==> src/rtl/dot8_lane_splitter_pkg.sv <==
// Shared constants and types for the DOT8 lane splitter.
// The batch and packet-id derivations here must match what the DOT8 unit expects.
package dot8_lane_splitter_pkg;

    typedef enum logic {
        IDLE = 1'b0,
        BUSY = 1'b1
    } splitState_e;

    function automatic int calcBatches(input int numThreads, input int numLanes);
        return numThreads / numLanes;
    endfunction

    // The packet id stays at least one bit wide even when a warp is a single beat.
    function automatic int calcPidWidth(input int batches);
        return (batches > 1) ? $clog2(batches) : 1;
    endfunction

endpackage

==> src/rtl/dot8_lane_splitter_priority_encoder.sv <==
// Lowest-index-first priority encoder.
// valid_o is low when no input bit is set; index_o is then zero.
module VX_priority_encoder #(
    parameter int N = 4,
    parameter int LN = (N > 1) ? $clog2(N) : 1
) (
    input  logic [N-1:0]  data_i,
    output logic [LN-1:0] index_o,
    output logic          valid_o
);

    // Walking from the top down lets the lowest set bit win.
    always_comb begin
        index_o = '0;
        valid_o = 1'b0;
        for (int i = N - 1; i >= 0; i--) begin
            if (data_i[i]) begin
                index_o = LN'(i);
                valid_o = 1'b1;
            end
        end
    end

endmodule

==> src/rtl/dot8_lane_splitter.sv <==
// Replays one full-warp DOT8 request as NUM_LANES-wide beats.
// Packets whose thread-mask slice is empty are skipped.
module dot8_lane_splitter
    import dot8_lane_splitter_pkg::*;
#(
    parameter int NUM_THREADS = 4,
    parameter int NUM_LANES   = 1,
    parameter int XLEN        = 32,
    parameter int TAG_WIDTH   = 64
) (
    input  logic                          clk,
    input  logic                          reset,
    input  logic                          in_valid,
    output logic                          in_ready,
    input  logic [NUM_THREADS-1:0]        in_tmask,
    input  logic [NUM_THREADS*XLEN-1:0]   in_rs1_data,
    input  logic [NUM_THREADS*XLEN-1:0]   in_rs2_data,
    input  logic [TAG_WIDTH-1:0]          in_tag,
    output logic                          out_valid,
    input  logic                          out_ready,
    output logic [NUM_LANES-1:0]          out_tmask,
    output logic [NUM_LANES*XLEN-1:0]     out_rs1_data,
    output logic [NUM_LANES*XLEN-1:0]     out_rs2_data,
    output logic [calcPidWidth(calcBatches(NUM_THREADS, NUM_LANES))-1:0] out_pid,
    output logic                          out_sop,
    output logic                          out_eop,
    output logic [TAG_WIDTH-1:0]          out_tag
);

    localparam int BATCHES   = calcBatches(NUM_THREADS, NUM_LANES);
    localparam int PID_WIDTH = calcPidWidth(BATCHES);
    localparam int SLICE_W   = NUM_LANES * XLEN;

    splitState_e                state_q;
    logic [PID_WIDTH-1:0]       pid_q;
    logic                       sop_q;
    logic [NUM_THREADS-1:0]     tmask_q;
    logic [NUM_THREADS*XLEN-1:0] rs1_q;
    logic [NUM_THREADS*XLEN-1:0] rs2_q;
    logic [TAG_WIDTH-1:0]       tag_q;

    logic [BATCHES-1:0]         inPktNz;
    logic [BATCHES-1:0]         curPktNz;
    logic [BATCHES-1:0]         laterPktNz;
    logic [PID_WIDTH-1:0]       firstPid;
    logic                       firstValid;
    logic [PID_WIDTH-1:0]       nextPid;
    logic                       nextValid;
    logic                       inFire;
    logic                       outFire;

    always_comb begin
        inPktNz    = '0;
        curPktNz   = '0;
        laterPktNz = '0;
        for (int p = 0; p < BATCHES; p++) begin
            inPktNz[p]    = |in_tmask[p*NUM_LANES +: NUM_LANES];
            curPktNz[p]   = |tmask_q[p*NUM_LANES +: NUM_LANES];
            laterPktNz[p] = curPktNz[p] && (PID_WIDTH'(p) > pid_q);
        end
    end

    VX_priority_encoder #(
        .N  (BATCHES),
        .LN (PID_WIDTH)
    ) firstEncoder (
        .data_i  (inPktNz),
        .index_o (firstPid),
        .valid_o (firstValid)
    );

    VX_priority_encoder #(
        .N  (BATCHES),
        .LN (PID_WIDTH)
    ) nextEncoder (
        .data_i  (laterPktNz),
        .index_o (nextPid),
        .valid_o (nextValid)
    );

    assign out_valid = (state_q == BUSY);
    assign out_eop   = !nextValid;
    assign out_sop   = sop_q;
    assign out_pid   = pid_q;
    assign outFire   = out_valid && out_ready;
    // Ready reopens on the final handshake so back-to-back warps leave no bubble.
    assign in_ready  = reset && ((state_q == IDLE) || (outFire && out_eop));
    assign inFire    = in_valid && in_ready;

    assign out_tmask    = tmask_q[pid_q*NUM_LANES +: NUM_LANES];
    assign out_rs1_data = rs1_q[pid_q*SLICE_W +: SLICE_W];
    assign out_rs2_data = rs2_q[pid_q*SLICE_W +: SLICE_W];
    assign out_tag      = tag_q;

    // An all-zero mask leaves firstPid at zero, which yields the single empty beat.
    always_ff @(posedge clk) begin
        if (!reset) begin
            state_q <= IDLE;
            pid_q   <= '0;
            sop_q   <= 1'b0;
            tmask_q <= '0;
        end else if (inFire) begin
            state_q <= BUSY;
            pid_q   <= firstValid ? firstPid : '0;
            sop_q   <= 1'b1;
            tmask_q <= in_tmask;
        end else if (outFire) begin
            if (out_eop) begin
                state_q <= IDLE;
            end else begin
                pid_q <= nextPid;
                sop_q <= 1'b0;
            end
        end
    end

    always_ff @(posedge clk) begin
        if (inFire) begin
            rs1_q <= in_rs1_data;
            rs2_q <= in_rs2_data;
            tag_q <= in_tag;
        end
    end

endmodule

==> config.mk <==
export PLATFORM = sky130hd
export DESIGN_NAME = dot8_lane_splitter
export DESIGN_NICKNAME = d
export VERILOG_FILES = /design/src/rtl/dot8_lane_splitter_pkg.sv /design/src/rtl/dot8_lane_splitter_priority_encoder.sv /design/src/rtl/dot8_lane_splitter.sv
export SDC_FILE = /design/constraint.sdc
export NUM_CORES = 1
export LEC_CHECK = 0
export CAP_MARGIN = 0
export CORE_AREA = 2 2 179 181
export CTS_BUF_LIST = sky130_fd_sc_hd__clkbuf_4 sky130_fd_sc_hd__clkbuf_8
export CTS_CLUSTER_SIZE = 16
export DETAILED_ROUTE_END_ITERATION = 16
export DIE_AREA = 0 0 181 183
export PLACE_DENSITY = 0.73
export SYNTH_ARGS = -nofsm -noshare
export SYNTH_HDL_FRONTEND = slang
export SYNTH_SLANG_ARGS = --single-unit
==> constraint.sdc <==
create_clock -name clk -period 9.2 [get_ports clk]
set_input_delay 1.84 -clock clk [delete_from_list [all_inputs] [get_ports clk]]
set_output_delay 1.84 -clock clk [all_outputs]
set_load 0.01 [all_outputs]
# == Yosys cells after proc, flatten, opt, wreduce, memory -nomap -nowiden ==
# Cells that the tools add are included.
# totals
out_inout_bits,135
ff_bits,328
inputBits,328
wordCells,56
# op_classes
magnitude_cmp,4
bitwise,1
reduce_logical,14
muxes,26
shift,3
n_eq_ne,1
# ops
cell,count
128-bit by 8-bit indexed part select with 32-bit output,2
2-bit 2-to-1 mux,12
1-bit 2-to-1 mux,14
1-bit logical AND,8
"1-bit by 2-bit greater-than comparator with 1-bit output, first input constant",2
"2-bit greater-than comparator, first input constant",2
2-bit AND reduction,2
2-bit nonzero test,2
4-bit by 3-bit indexed part select with 1-bit output,1
"2-bit by 1-bit inequality test with 1-bit output, second input constant",1
1-bit logical NOT,1
1-bit logical OR,1
1-bit NOT,1

# == Longest topological paths before layout ==
# Gate-level depths: netlist of run 1.
# depth
word_depth,13
mapped_depth,6
ltp_nobuf,4

# == By module ==
# A second synthesis of run 1 with hierarchy kept.
# unflattened
cells_unflattened,464
area_unflattened_um2,11649.9
# modules_own_cells
mod,instances,area_each_um2,cells_per_inst,seq_area_each_um2
dot8_lane_splitter,1,11579.9,450,9769.4
VX_priority_encoder,2,35.0,7,0.0

# == Worst setup path after synthesis of run 1 ==
# No wires, ideal clock.
# synth_timing
kind,input to register
from,input port out_ready
to,register pid_q[0] (netlist: out_pid[0])
path_buffers,1
path_stages,5
arrival_time_ns,4.292
setup_slack_ns,4.784
t_required_ns,9.076
setup_time_ns,0.124
cell_sequence,and2b_1 -> a31oi_4 -> and3_1 -> buf_6 -> mux2_4
# synth_via
elab_chain_cells,7
elab_cells_between_ends,9
classes_between,mux: 1; reduce/logical: 8
# synth_lines
item,line,text
"start, declared",dot8_lane_splitter.sv:20,"input logic out_ready,"
1-bit logical AND (*),dot8_lane_splitter.sv:85,assign outFire = out_valid && out_ready;
1-bit logical AND (*),dot8_lane_splitter.sv:87,assign in_ready = reset && ((state_q == IDLE) || (outFire && out_eop));
1-bit logical OR (*),dot8_lane_splitter.sv:87,
1-bit logical AND (*),dot8_lane_splitter.sv:87,
1-bit logical AND (*),dot8_lane_splitter.sv:88,assign inFire = in_valid && in_ready;
net inFire,dot8_lane_splitter.sv:49,logic inFire;
2-bit nonzero test (no source line),-,
2-bit AND reduction (no source line),-,
"end signal, assigned",dot8_lane_splitter.sv:104,pid_q <= firstValid ? firstPid : '0;
"end signal, assigned",dot8_lane_splitter.sv:111,pid_q <= nextPid;
"end, declared",dot8_lane_splitter.sv:35,logic [PID_WIDTH-1:0] pid_q;
# The timed path passes the listed nets; every way through them passes the cells marked *.
# A chain may end at the register's enable or synchronous reset.

# == Final worst setup path of run 1 ==
# layout_timing
from,input port out_ready
to,output port in_ready
# layout_via
elab_chain_cells,4
# layout_lines
item,line,text
1-bit logical AND,dot8_lane_splitter.sv:85,
1-bit logical AND,dot8_lane_splitter.sv:87,
1-bit logical OR,dot8_lane_splitter.sv:87,
1-bit logical AND,dot8_lane_splitter.sv:87,
"end, declared",dot8_lane_splitter.sv:14,"output logic in_ready,"
# Every way passes these cells.

==> Flow_metrics.wiki, run 1 <==
{| class="wikitable"
! Metric !! Value
|-
| Critical Path Slowest Stage Cell || sky130_fd_sc_hd__clkdlybuf4s50_1
|-
| Post-layout net count || 1290
|-
| Horiz. Die Dim || approximately 180 um
|-
| Syn. warnings || 0
|-
| Die H || between 150 and 200 um
|-
| Worst Path Required || between 7 and 8 ns
|-
| Number of standard cells in the layout, taps in and fillers out || 1403
|-
| Layout filler cell count || between 2000 and 2500
|-
| Area of the placeable core || between 30000 and 40000 sq um
|-
| Detailed Routing Iterations Pass 1 || 4
|-
| Number of H-tree branching levels || 2
|-
| TNS Setup || 0 ns
|-
| Clock transition time at the flip-flop clock pins of the worst setup and hold paths || approximately 0.060 ns
|-
| Reg-to-reg critical path startpoint || out_pid[1]$_SDFFE_PN0P_
|-
| Endpoint of the most critical register-to-register path || curPktNz[1]$_SDFFE_PN0P_
|-
| Util after Layout || a little under three fifths
|-
| Number of enable flip-flop cells after synthesis || 320
|-
| Number of setup violations in the final report || 0
|-
| Count of standard-cell rows || 65
|-
| FF/Latch Area || just under 10000 sq um
|-
| Portion of the post-synthesis area used by sequential elements || about 84%
|-
| Total global-route track usage || 17.28%
|-
| Total inserted antenna cells || 0
|-
| Crit start category || primary input
|-
| Cell mode on critical path || sky130_fd_sc_hd__clkdlybuf4s50_1
|-
| Via count of the routed design || around 6600
|-
| Number of gates resized after cts || 0
|-
| Area growth from synthesis to layout || 52.89%
|-
| Worst r2r path cells || 6
|-
| Via-to-Cell Ratio || roughly 4.7
|-
| Share of async-settable or async-resettable flops after synthesis || 0%
|-
| Cell-by-cell trace of the critical path || clkdlybuf4s50_1, and2b_1, a31oi_4, nand2_1, nor2_1, clkdlybuf4s50_1
|-
| Number of DRC violations after detailed routing || 0
|-
| Non-Filler Cell Area, Final || between 15000 and 20000 sq um
|-
| Synth unique cells || 30
|-
| IR drop worst, VDD || around 0.16 mV
|-
| PnR Total Power || 3484 uW
|-
| Number of buffers inserted for hold repair after clock tree synthesis || 0
|-
| Dominant synthesized flop cell || sky130_fd_sc_hd__edfxtp_1
|-
| Multi-input gate area in the final layout || 1749 sq um
|-
| Port Buf Inserts || 462
|-
| Post-synth net total || between 700 and 800
|-
| Clock tree root driver cell || sky130_fd_sc_hd__clkbuf_8
|-
| First-iteration detailed-routing DRC count || around 410
|-
| Post-Synthesis Mean Instance Area || 25.55 sq um
|-
| Result of the run || completed
|-
| Post-synthesis instance total || roughly 460
|-
| Inserted Clock Buffers || 55
|-
| Shortest clock period the worst path allows after layout || 5.367 ns
|-
| Flop2flop setup slack || approximately 5.3 ns
|-
| Final critical-path share of the clock period || 58.33%
|-
| Total standard cell area after synthesis || 11650 sq um
|-
| Capturing element type of the critical path || output port
|-
| Transition at the pin with the smallest max-transition slack || 1.037 ns
|-
| I/O pins || 463
|-
| Starting Density || between 30% and 40%
|-
| CP Max Fanout || 5
|-
| Die footprint || 33120 sq um
|-
| Initial antenna violation count || 0
|-
| Unrepaired setup endpoints after global routing || no
|-
| Standard cell area after detailed placement || ~17000 sq um
|-
| Static leakage || about 0.006 uW
|-
| Hold path startpoint || out_sop$_SDFFE_PN0P_
|-
| Type of the worst setup path || in2out
|-
| Endpoint with the worst hold slack || out_sop$_SDFFE_PN0P_
|-
| Total number of clock tree sinks || 328
|-
| Count of cells along the worst hold path || 2
|-
| Routed wire length || ~29000 um
|-
| Routability congestion estimate || 0.8071
|-
| Maximum buffer depth of the clock tree || 3
|-
| Clock tree from TritonCTS || done
|-
| Cell Pwr Density || 195.6 nW/um^2
|-
| Arrival time worst endpoint || between 3 and 4 ns
|-
| Slew Viols, Final || 0
|-
| Congestion Overflow GR || 0
|-
| FF+latch count, synth || between 300 and 400
|-
| Post-CTS Setup Inserts || 0
|-
| Maximum single-stage delay on the critical path || roughly 0.55 ns
|-
| Vias in the first global route || 7177
|-
| Final setup skew || approximately 0.018 ns
|-
| Number of maximum-capacitance violations || 0
|-
| Type of the most critical hold path || reg2reg
|-
| Pin count of the biggest net entering global routing || roughly 160
|-
| Cell count after placement || about 1300
|-
| Max_slew headroom || 30.87%
|-
| Clock insertion delay at the later pin of the skew report || 0.56 ns
|-
| Share of layout cells above drive strength 1 || 16.58%
|-
| Post-route ant nets || 0
|-
| Maximum clock frequency || 186.3 MHz
|-
| Half-perimeter wire length after detailed placement || slightly above 20000 um
|-
| Wire length of the first global-routing pass || roughly 43000 um
|-
| Average detailed-routed wire length per instance || roughly 21 um
|-
| Number of endpoints with negative hold slack in the final report || 0
|}
[cells by family after synthesis]
family	after synthesis	synth area share, %
flops	328	83.85
mux	68	12.87
simple gates	25	1.106
buf+inv	20	1.181
compound gates	15	0.9987
[layout by cell type, fill, tap and decap left out, types with 2 or more instances in the layout]
master	synthesis	layout
sky130_fd_sc_hd__clkdlybuf4s50_1	0	462
sky130_fd_sc_hd__edfxtp_1	320	320
sky130_fd_sc_hd__mux4_2	65	65
sky130_fd_sc_hd__clkbuf_8	0	58
sky130_fd_sc_hd__clkbuf_4	0	19
sky130_fd_sc_hd__clkinv_1	0	9
sky130_fd_sc_hd__nand2_1	8	8
sky130_fd_sc_hd__clkinv_2	0	6
sky130_fd_sc_hd__dfxtp_1	8	6
sky130_fd_sc_hd__o21ai_0	5	5
sky130_fd_sc_hd__nor2_1	4	4
sky130_fd_sc_hd__buf_4	2	4
sky130_fd_sc_hd__a21oi_1	3	3
sky130_fd_sc_hd__nand4_1	3	3
sky130_fd_sc_hd__bufinv_16	0	3
sky130_fd_sc_hd__nor2b_1	2	2
sky130_fd_sc_hd__and2_1	2	2
sky130_fd_sc_hd__o21bai_1	2	2
sky130_fd_sc_hd__inv_1	2	2
sky130_fd_sc_hd__mux2i_1	2	2
sky130_fd_sc_hd__dfxtp_4	0	2
[critical path: cells and delay by family]
family	cells	cell delay, ns
and+or+nand+nor	3	0.46
buffers and inverters	2	1.03
AOI/OAI and AO/OA	1	0.20
[cell usage after synthesis, types with 3 or more instances]
master | count | area [sq um]
sky130_fd_sc_hd__nand2_1 | 8 | 30.03
sky130_fd_sc_hd__edfxtp_1 | 320 | 9609
sky130_fd_sc_hd__dfxtp_1 | 8 | 160.2
sky130_fd_sc_hd__a21oi_1 | 3 | 15.01
sky130_fd_sc_hd__buf_6 | 6 | 67.56
sky130_fd_sc_hd__nand4_1 | 3 | 18.77
sky130_fd_sc_hd__o21ai_0 | 5 | 25.02
sky130_fd_sc_hd__mux4_2 | 65 | 1464
sky130_fd_sc_hd__buf_2 | 7 | 35.03
sky130_fd_sc_hd__nor2_1 | 4 | 15.01
[registers in the layout, indices dropped and copies added, names as in the netlist]
signal,cells
curPktNz,4
out_pid,2
out_tag,64
rs2_q,128
out_valid,1
out_sop,1
rs1_q,128
[final cells by class]
class | instances | share of cell area [%]
clock buffer | 77 | 5.282
clock inverter | 19 | 0.9061
inverter | 2 | 0.04214
multi-input combinational | 108 | 9.820
sequential | 328 | 54.89
tap | 402 | 2.824
timing repair buffer | 467 | 26.24
[power breakdown]
| group | switching [uW] | internal, uW | leakage, uW |
|---|---|---|---|
| registers | 34.6 | 1740 | 0.00304 |
| logic | 150 | 272 | 0.00228 |
| clock network | 553 | 739 | 0.000585 |
| total | 737 | 2750 | 0.00590 |
[through the flow]
stage / hold WS, ns / setup WS [ns]
2_1_floorplan: 0.4330 / 4.784
4_1_cts: 0.4938 / 3.835
6_report: 0.4974 / 3.833
3_3_place_gp: 0.4663 / 3.856
3_5_place_dp: 0.4860 / 3.854
5_1_grt: 0.5169 / 3.747
[worst max path at each step]
stage | depth (start not counted) | end | slack (ns) | start
6_report | 6 | in_ready | 3.83 | out_ready
4_1_cts | 6 | in_ready | 3.83 | out_ready
3_5_place_dp | 6 | in_ready | 3.85 | out_ready
2_1_floorplan | 5 | out_pid[0]$_SDFFE_PN0P_ | 4.78 | out_ready
5_1_grt | 6 | in_ready | 3.75 | out_ready
3_3_place_gp | 6 | in_ready | 3.86 | out_ready
[metal layers]
| metal | wire (um) | up-vias | GRT usage (%) |
|---|---|---|---|
| li1 | - | 2953 | - |
| met1 | 10640 | 3255 | 19.44 |
| met2 | 15090 | 338 | 30.54 |
| met3 | 3044 | 53 | 6.791 |
| met4 | 643 | 0 | 5.041 |
| met5 | 0 | - | 0 |
(Power assumes the default switching activity.)
==> inputs of run 2 (changes only) <==
Settings changed: PLACE_DENSITY 0.73 to 0.75.
Clock period 9.2 ns to 4.46 ns, I/O delays scaled along.
==> run 2 against run 1 <==
  * Sequential cell count is the same
  * Critical path depth shrank 3
  * Routed wire length increased by 2.7%
  * Clock power rose by 100%
  * Final cell count is 1.3% higher
  * Sequential power rose by 110%
  * Highest routed layer is now met5
==> Flow_metrics.wiki, run 2 (synthesized netlist as in run 1, its figures left out) <==
{| class="wikitable"
! Metric !! Value
|-
| Result of the run || completed
|-
| Average detailed-routed wire length per instance || 21.27 um (+1.4%)
|-
| Endpoint with the worst hold slack || curPktNz[0]$_SDFFE_PN0P_
|-
| Hold path startpoint || curPktNz[0]$_SDFFE_PN0P_
|-
| Number of setup violations in the final report || 0 (unchanged)
|-
| Area growth from synthesis to layout || 54.24%
|-
| Max_slew headroom || 56.88% (+26 points)
|-
| Crit start category || register
|-
| Post-layout net count || 1302 (+0.93%)
|-
| Half-perimeter wire length after detailed placement || 21980 um (+6.1%)
|-
| Share of layout cells above drive strength 1 || 17.37% (+0.79 points)
|-
| Maximum buffer depth of the clock tree || 3 (unchanged)
|-
| Top Usage Layer GRT || met2
|-
| CP Max Fanout || 30 (+25)
|-
| Type of the worst setup path || reg2out
|-
| Number of endpoints with negative hold slack in the final report || 0 (unchanged)
|-
| Detailed Routing Iterations Pass 1 || 4 (unchanged)
|-
| Via count of the routed design || 6681 (+1.2%)
|-
| TNS Setup || 0 ns (unchanged)
|-
| Grt met1 use || 20.21% (+0.78 points)
|-
| Non-Filler Cell Area, Final || 17970 sq um (+0.89%)
|-
| Number of DRC violations after detailed routing || 0 (unchanged)
|-
| Number of H-tree branching levels || 2 (unchanged)
|-
| Total inserted antenna cells || 0 (unchanged)
|-
| Area of the placeable core || 31230 sq um (unchanged)
|-
| Register share of total power || 51.2% (+0.4 points)
|-
| Final setup skew || 0.02774 ns (+0.009293 ns)
|-
| Clock tree from TritonCTS || done
|-
| Die footprint || 33120 sq um (unchanged)
|-
| Worst r2r path cells || 5 (-1)
|-
| Smallest setup slack after layout || 0.8101 ns (-3.023 ns)
|-
| Cell Pwr Density || 396.8 nW/um^2 (+100%)
|-
| Slew Viols, Final || 0 (unchanged)
|-
| Worst slack after detailed placement || 1.051 ns (-2.803 ns)
|-
| Congestion Overflow GR || 0 (unchanged)
|-
| Endpoint of the most critical register-to-register path || rs1_q[35]$_DFFE_PP_
|-
| Static leakage || 0.005974 uW (+1.2%)
|-
| Pin count of the biggest net entering global routing || 65 (-58%)
|-
| Clock transition time at the flip-flop clock pins of the worst setup and hold paths || 0.06 ns (about the same)
|-
| Starting Density || 37.31% (unchanged)
|-
| Standard cell area after detailed placement || 16890 sq um (+1.1%)
|-
| I/O pins || 463 (unchanged)
|-
| Via-to-Cell Ratio || 4.702 (about the same)
|-
| Unrepaired setup endpoints after global routing || no
|-
| GRT met2 Usage || 31.55% (+1.0 points)
|-
| Post-CTS Setup Inserts || 0 (unchanged)
|-
| Total global-route track usage || 17.70% (+0.42 points)
|-
| Clock insertion delay at the later pin of the skew report || 0.57 ns (about the same)
|-
| Inserted Clock Buffers || 53 (-3.6%)
|-
| Arrival time worst endpoint || 2.76 ns (-0.77 ns)
|-
| Clock network fraction of total power || 36.2% (-0.9 points)
|-
| Multi-input gate area in the final layout || 1749 sq um (unchanged)
|-
| Die H || 183 um (unchanged)
|-
| Worst Path Required || 3.57 ns (-3.79 ns)
|-
| Leading cell type in the layout, fill and taps excluded || sky130_fd_sc_hd__clkdlybuf4s50_1
|-
| Capturing element type of the critical path || output port
|-
| Worst Hold Slack || 0.4715 ns (-0.02593 ns)
|-
| Number of buffers inserted for hold repair after clock tree synthesis || 0 (unchanged)
|-
| Layout filler cell count || 2356 (-1.1%)
|-
| First-iteration detailed-routing DRC count || 326 (-20%)
|-
| Count of standard-cell rows || 65 (unchanged)
|-
| Internal Power || 5556 uW (+100%)
|-
| Wire length of the first global-routing pass || 43820 um (+2.7%)
|-
| Routability congestion estimate || 0.8086 (+0.19%)
|-
| Count of cells along the worst hold path || 2 (unchanged)
|-
| Relative contribution of combinational cells to total power || 12.7% (+0.6 points)
|-
| Shortest clock period the worst path allows after layout || between 3 and 4 ns
|-
| Reg-to-reg critical path startpoint || out_pid[0]$_SDFFE_PN0P_
|-
| Number of gates resized after cts || 0 (unchanged)
|-
| Grt met3 use || 6.394% (-0.40 points)
|-
| Port Buf Inserts || 462 (unchanged)
|-
| Clock tree root driver cell || sky130_fd_sc_hd__clkbuf_8
|-
| Sw Ratio || 22.08% (+0.92 points)
|-
| Total number of clock tree sinks || 328 (unchanged)
|-
| Type of the most critical hold path || reg2reg
|-
| Maximum clock frequency || between 200 and 300 MHz
|-
| Number of maximum-capacitance violations || 0 (unchanged)
|-
| Horiz. Die Dim || 181 um (unchanged)
|-
| Flop2flop setup slack || 1.76 ns (-3.49 ns)
|-
| Net Sw Power || 1574 uW (+110%)
|-
| Routed wire length || 30220 um (+2.7%)
|-
| IR drop worst, VDD || 0.2685 mV (+64%)
|-
| Vias in the first global route || 7371 (+2.7%)
|-
| Post-route ant nets || 0 (unchanged)
|-
| FF/Latch Area || 9777 sq um (unchanged)
|-
| Final critical-path share of the clock period || 81.84%
|-
| Transition at the pin with the smallest max-transition slack || 0.6468 ns (-0.3901 ns)
|-
| Most frequent cells in the layout || sky130_fd_sc_hd__clkdlybuf4s50_1 (462), sky130_fd_sc_hd__edfxtp_1 (320), sky130_fd_sc_hd__mux4_2 (65)
|-
| Initial antenna violation count || 1 (+1)
|}
run 2: cell count changes in the layout (fill, tap and decap cells not counted):
cell,change
sky130_fd_sc_hd__inv_8,+1
sky130_fd_sc_hd__clkinv_4,+1
sky130_fd_sc_hd__clkinvlp_4,+2
sky130_fd_sc_hd__clkinv_2,+4
sky130_fd_sc_hd__bufinv_16,-1
sky130_fd_sc_hd__clkinv_1,+7
sky130_fd_sc_hd__buf_12,+6
sky130_fd_sc_hd__buf_4,+8
sky130_fd_sc_hd__inv_6,+1
sky130_fd_sc_hd__clkbuf_4,-11
run 2: cell type report:
type,instances,share of cell area (%)
multi-input combinational,108,9.733
timing repair buffer,481,27.01
clock buffer,66,4.776
tap,402,2.799
sequential,328,54.40
inverter,2,0.04177
clock inverter,34,1.232
run 2: layer usage:
metal,part of all wire [%],vias to the layer above
met4,2.1,2
met1,36,3292
met5,0.036,-
met3,9.5,56
li1,-,2985
met2,52,346
run 2: worst max-delay path: stages, from the launching register on:
cell and delay, ns:
sky130_fd_sc_hd__dfxtp_4 0.76, sky130_fd_sc_hd__buf_12 0.31, sky130_fd_sc_hd__mux4_2 0.53, sky130_fd_sc_hd__clkdlybuf4s50_1 0.57
run 2: stage by stage:
step	power [uW]	instances	util (%)
floorplan	4010	456	-
global placement	4602	1321	54.09
detailed placement	4626	1321	54.09
CTS	7224	1421	57.54
global route	7410	1421	57.54
finish	7131	1421	57.54
run 2: power by group through the flow:
stage	clock, uW	sequential (uW)	combinational (uW)
finish	2580	3650	903
global route	2790	3660	955
CTS	2650	3650	917
detailed placement	0	3720	910
global placement	0	3710	896
floorplan	0	3700	315
run 2: worst max path at each step:
stage	start	to	slack (ns)
floorplan	out_ready	out_pid[0]$_SDFFE_PN0P_	0.99
global placement	out_ready	in_ready	1.07
detailed placement	out_ready	in_ready	1.05
CTS	out_pid[0]$_SDFFE_PN0P_	out_rs2_data[2]	0.69
global route	out_pid[0]$_SDFFE_PN0P_	out_rs2_data[2]	0.62
finish	out_pid[0]$_SDFFE_PN0P_	out_rs2_data[2]	0.81
